### src/rtl/load_store_unit.sv
// Load/store unit between the RV32I memory stage and a word-only data memory.
// Sub-word loads are extracted and extended; sub-word stores use read-modify-write.
module load_store_unit #(
    parameter int DATA_WIDTH = 32,
    parameter int MEM_WORDS  = 64
) (
    input  logic                  clk,
    input  logic                  rst_n,
    input  logic                  req,
    input  logic                  we,
    input  logic [2:0]            funct3,
    input  logic [31:0]           addr,
    input  logic [DATA_WIDTH-1:0] wdata,
    output logic                  ready,
    output logic                  done,
    output logic [DATA_WIDTH-1:0] rdata,
    output logic                  err,
    output logic                  mem_we,
    output logic [31:0]           mem_addr,
    output logic [DATA_WIDTH-1:0] mem_wd,
    input  logic [DATA_WIDTH-1:0] mem_rd
);

    typedef enum logic [1:0] {
        IDLE,
        READ,
        WRITE,
        RESP
    } state_t;

    state_t                  state;
    state_t                  state_nxt;
    logic                    we_q;
    logic [2:0]              funct3_q;
    logic [31:0]             addr_q;
    logic [DATA_WIDTH-1:0]   wdata_q;
    logic [DATA_WIDTH-1:0]   merged_q;
    logic [DATA_WIDTH-1:0]   rdata_q;
    logic                    err_q;

    logic                    illegal;
    logic [4:0]              lane_shift;
    logic [DATA_WIDTH-1:0]   shifted_rd;
    logic [7:0]              sel_byte;
    logic [15:0]             sel_half;
    logic [DATA_WIDTH-1:0]   load_val;
    logic [DATA_WIDTH-1:0]   merge_val;

    // Request legality is judged on the live inputs, since it is only used at accept.
    always_comb begin
        illegal = 1'b0;
        case (funct3)
            3'b000: illegal = 1'b0;
            3'b001: illegal = addr[0];
            3'b010: illegal = (addr[1:0] != 2'b00);
            3'b100: illegal = we;
            3'b101: illegal = we | addr[0];
            default: illegal = 1'b1;
        endcase
        if ({2'b00, addr[31:2]} >= 32'(MEM_WORDS)) begin
            illegal = 1'b1;
        end
    end

    always_comb begin
        lane_shift = {addr_q[1:0], 3'b000};
        shifted_rd = mem_rd >> lane_shift;
        sel_byte   = shifted_rd[7:0];
        sel_half   = addr_q[1] ? mem_rd[31:16] : mem_rd[15:0];

        case (funct3_q)
            3'b000:  load_val = {{24{sel_byte[7]}}, sel_byte};
            3'b001:  load_val = {{16{sel_half[15]}}, sel_half};
            3'b100:  load_val = {24'h000000, sel_byte};
            3'b101:  load_val = {16'h0000, sel_half};
            default: load_val = mem_rd;
        endcase

        case (funct3_q)
            3'b000: merge_val = (mem_rd & ~(32'h0000_00FF << lane_shift))
                              | ({24'h000000, wdata_q[7:0]} << lane_shift);
            3'b001: merge_val = addr_q[1] ? {wdata_q[15:0], mem_rd[15:0]}
                                          : {mem_rd[31:16], wdata_q[15:0]};
            default: merge_val = mem_rd;
        endcase
    end

    always_ff @(posedge clk or negedge rst_n) begin
        if (!rst_n) begin
            state <= IDLE;
        end else begin
            state <= state_nxt;
        end
    end

    always_ff @(posedge clk or negedge rst_n) begin
        if (!rst_n) begin
            we_q     <= 1'b0;
            funct3_q <= 3'b000;
            addr_q   <= 32'h0;
            wdata_q  <= '0;
            merged_q <= '0;
            rdata_q  <= '0;
            err_q    <= 1'b0;
        end else begin
            if (state == IDLE && req) begin
                we_q     <= we;
                funct3_q <= funct3;
                addr_q   <= addr;
                wdata_q  <= wdata;
                err_q    <= illegal;
            end
            if (state == READ) begin
                if (we_q) begin
                    merged_q <= merge_val;
                end else begin
                    rdata_q <= load_val;
                end
            end
        end
    end

    always_comb begin
        state_nxt = state;
        case (state)
            IDLE: begin
                if (req) begin
                    if (illegal) begin
                        state_nxt = RESP;
                    end else if (we && funct3 == 3'b010) begin
                        state_nxt = WRITE;
                    end else begin
                        state_nxt = READ;
                    end
                end
            end
            READ:    state_nxt = we_q ? WRITE : RESP;
            WRITE:   state_nxt = RESP;
            RESP:    state_nxt = IDLE;
            default: state_nxt = IDLE;
        endcase
    end

    // Memory port is driven only while an access is in flight and is zero otherwise.
    always_comb begin
        ready    = (state == IDLE);
        done     = (state == RESP);
        err      = (state == RESP) && err_q;
        rdata    = rdata_q;
        mem_we   = (state == WRITE);
        mem_addr = 32'h0;
        mem_wd   = '0;
        if (state == READ || state == WRITE) begin
            mem_addr = {addr_q[31:2], 2'b00};
        end
        if (state == WRITE) begin
            mem_wd = (funct3_q == 3'b010) ? wdata_q : merged_q;
        end
    end

endmodule

### config.mk
export PLATFORM = sky130hd
export DESIGN_NAME = load_store_unit
export DESIGN_NICKNAME = d
export VERILOG_FILES = /design/src/rtl/load_store_unit.sv
export SDC_FILE = /design/constraint.sdc
export NUM_CORES = 1
export LEC_CHECK = 0
export ABC_CLOCK_PERIOD_IN_PS = 2360
export BUFFER_PORTS_ARGS = -buffer_cell sky130_fd_sc_hd__buf_4
export CORE_UTILIZATION = 52
export DETAILED_ROUTE_END_ITERATION = 8
export HOLD_SLACK_MARGIN = 0.1
export PLACE_DENSITY_LB_ADDON = 0.08
export SETUP_SLACK_MARGIN = 0.05
export SLEW_MARGIN = 10
export SYNTH_ARGS = -nofsm -noshare
export SYNTH_HDL_FRONTEND = slang
export SYNTH_SLANG_ARGS = --single-unit
### constraint.sdc
create_clock -name clk -period 2.36 [get_ports clk]
set_input_delay 0.118 -clock clk [delete_from_list [all_inputs] [get_ports clk]]
set_output_delay 0.118 -clock clk [all_outputs]
set_load 0.005 [all_outputs]
==> run metrics <==
Async S/R FF share, synth 100%; Final Net Count 1,088; final setup violation count 0; number of CTS-inserted buffers 17; Root Buffer clkbuf_16; Worst setup EP type output port; Worst setup SP type flip-flop; switching part of the total 36.8%; RSZ-0062 raised after global routing false; sw power 0.00498 W; residual DRC count 0; Post-synth EDFFs 0; combinational power share 48.0%; drt total wl 22,000 um; register area share after synthesis 49.0%; Rows 41; kind of critical path flip-flop to output port; grt total ovfl 0; area of the die 13,700 sq um; predominant post-synthesis flop cell dfrtp_1; largest net degree at the start of global routing 58; drt via density 5.64; cell count after synthesis 697; share of post-route cells with drive strength above 1 34.1%; max-cap violations 0; CP required 2.24 ns; WL/cell 18.9 um; routed via count 6,578; Placeable Area 12,800 sq um; skew final 0.00734 ns; I/O Pins 203; clock slew at reported path FFs 0.06 ns; TNS Setup 0 ns; first-pass GRT wire length 33,800 um; VDD IR max 0.000745 V; Syn-to-layout area delta 47.9%; cell area after synthesis 6890 sq um; commonest cells after routing, fill and taps aside 209 x buf_4, 135 x dfrtp_1, 112 x nand2_1; routability cong. 0.884; Worst Path Max Fanout 32; period utilization 94.3%; clock sinks 135; sequential share of power 32.0%; gr usage total 33.4%; synth unique cells 43; Synth warnings 0; H-tree Lvls 4; Peak Freq 449 MHz; CTS tree done; run status finished clean; highest routed metal layer met4; Hold Crit Class input port to flip-flop; Worst Path Arrival 2.11 ns; Slew @ Worst Pin 0.606 ns; Die X 117 um; hold slack 0.102 ns; DPL Wire Length 14,500 um; clk_lat worst skew 0.43 ns; initial antenna violation count 0; Mean Syn Cell Area 9.89 sq um; DRT antenna net count 0; vias in the first global route 6,379; P_int 0.00855 W; Clock power frac 20.0%; Final Hold Fails 0; Pre-antenna DRT Iters 6; Initial Utilization 54.0%; drt first-iter violations 596; Leak Pwr 4.75 nW; wire length on met2 10,600 um; wl on met1 9020 um; min Tclk post-route 2.23 ns; DR WL met3 1600 um; Max clock buf depth 2; Slew Viols, Final 0; diode count 0; Slew Limit Headroom 59.4%; IO Port Bufs 200; DIE HEIGHT 117 um; synthesized flop and latch total 135; PwrDens 1330 nW/um^2; Setup Buffers After CTS 0; commonest non-fill, non-tap cell in the layout buf_4
==> area by class of cell <==
| type | instances | area (sq um) |
|---|---|---|
| repair buffers | 317 | 2690 |
| flip-flops and latches | 135 | 3380 |
| well taps | 172 | 215 |
| multi-input cells | 506 | 3290 |
| inverters | 4 | 15.0 |
| clock buffers | 23 | 478 |
| clock inverters | 9 | 123 |
| fillers | 775 | 2580 |
==> critical path, stage by stage (launching register included) <==
cell and delay, ns:
dfrtp_1 0.49, nor2_2 0.23, and2_1 0.16, buf_6 0.26
nand2_1 0.09, a21boi_0 0.27, buf_4 0.17
==> path summary, 6_finish.rpt <==
| kind | endpoint | slack [ns] | cells after the start | start |
|---|---|---|---|---|
| max | mem_wd[8] | 0.13 | 6 | funct3_q[0] |
| min | merged_q[8] | 0.10 | 3 | mem_rd[8] |
| max reg2reg | rdata[6] | 0.48 | 4 | funct3_q[0] |
| min reg2reg | err_q | 0.48 | 2 | err_q |
| max in group asynchronous | addr_q[26] | 1.39 | 3 | rst_n |
| min in group asynchronous | merged_q[2] | 0.22 | 2 | rst_n |
==> per-layer routing <==
layer  vias up  global-route usage (%)
met5         -                       0
met3        61                    6.69
met4         0                    17.2
met2       350                    54.4
li1       2999                       -
met1      3168                    42.4
==> Yosys cell counts (all sizes together), types with 3 or more instances <==
cell type    n  area, sq um
a21boi      32          240
a21oi       54          274
a22oi       16          120
a31oi        7         43.8
and2        33          206
buf         15         85.1
clkbuf      38          143
dfrtp      135         3380
ha           4         50.1
inv          4         15.0
mux2        76          856
mux2i       16          160
nand2      113          424
nand2b      11         68.8
nand3       31          160
nand3b      15          113
nor2        38          143
nor2b        3         18.8
nor3         9         45.0
nor4         8         50.1
o21ai       17         85.1
o221a        7         78.8
==> registers in the layout (all words and copies together) (netlist names) <==
name / flops
funct3_q: 3
merged_q: 32
err_q: 1
addr_q: 32
rdata: 32
wdata_q: 32
state: 2
we_q: 1
==> logic make-up (layout without fill, tap and decap cells) <==
family	Yosys count	count (layout)	share of synthesized area, %
compound gates	139	139	13.0
buf+inv	57	353	3.52
mux	93	93	15.1
fa+ha+maj	4	4	0.726
simple gates	268	268	18.6
flops	135	135	49.0
other cells	1	2	0.0544
==> metrics by stage <==
| step | setup WS (ns) | cell area [sq um] | util, % | power, W | cells |
|---|---|---|---|---|---|
| after floorplan | 0.657 | 6900 | - | 0.00768 | 698 |
| after global placement | 0.293 | 8570 | 67.1 | 0.0103 | 1033 |
| after detailed placement | 0.260 | 8570 | 67.1 | 0.0105 | 1033 |
| after CTS | 0.0540 | 10200 | 79.7 | 0.0134 | 1166 |
| after global routing | 0.0217 | 10200 | 79.8 | 0.0143 | 1166 |
| final | 0.134 | 10200 | 79.8 | 0.0135 | 1166 |
==> power groups by stage <==
| stage | sequential [W] | clock [W] | combinational (W) |
|---|---|---|---|
| 4_1_cts | 0.00428 | 0.00272 | 0.00639 |
| 5_1_grt | 0.00444 | 0.00282 | 0.00709 |
| 2_1_floorplan | 0.00400 | 0 | 0.00368 |
| 3_3_place_gp | 0.00423 | 0 | 0.00603 |
| 6_report | 0.00434 | 0.00271 | 0.00650 |
| 3_5_place_dp | 0.00429 | 0 | 0.00620 |
==> repair_timing <==
action / 4_1_cts / 5_1_grt
setup endpoints to repair: 32 / 18
hold buffers: 101 / 0
endpoints found under the hold margin: 214 / 0
gates resized for setup: 3 / 6
Note: power is estimated with default switching activity, not from simulation.
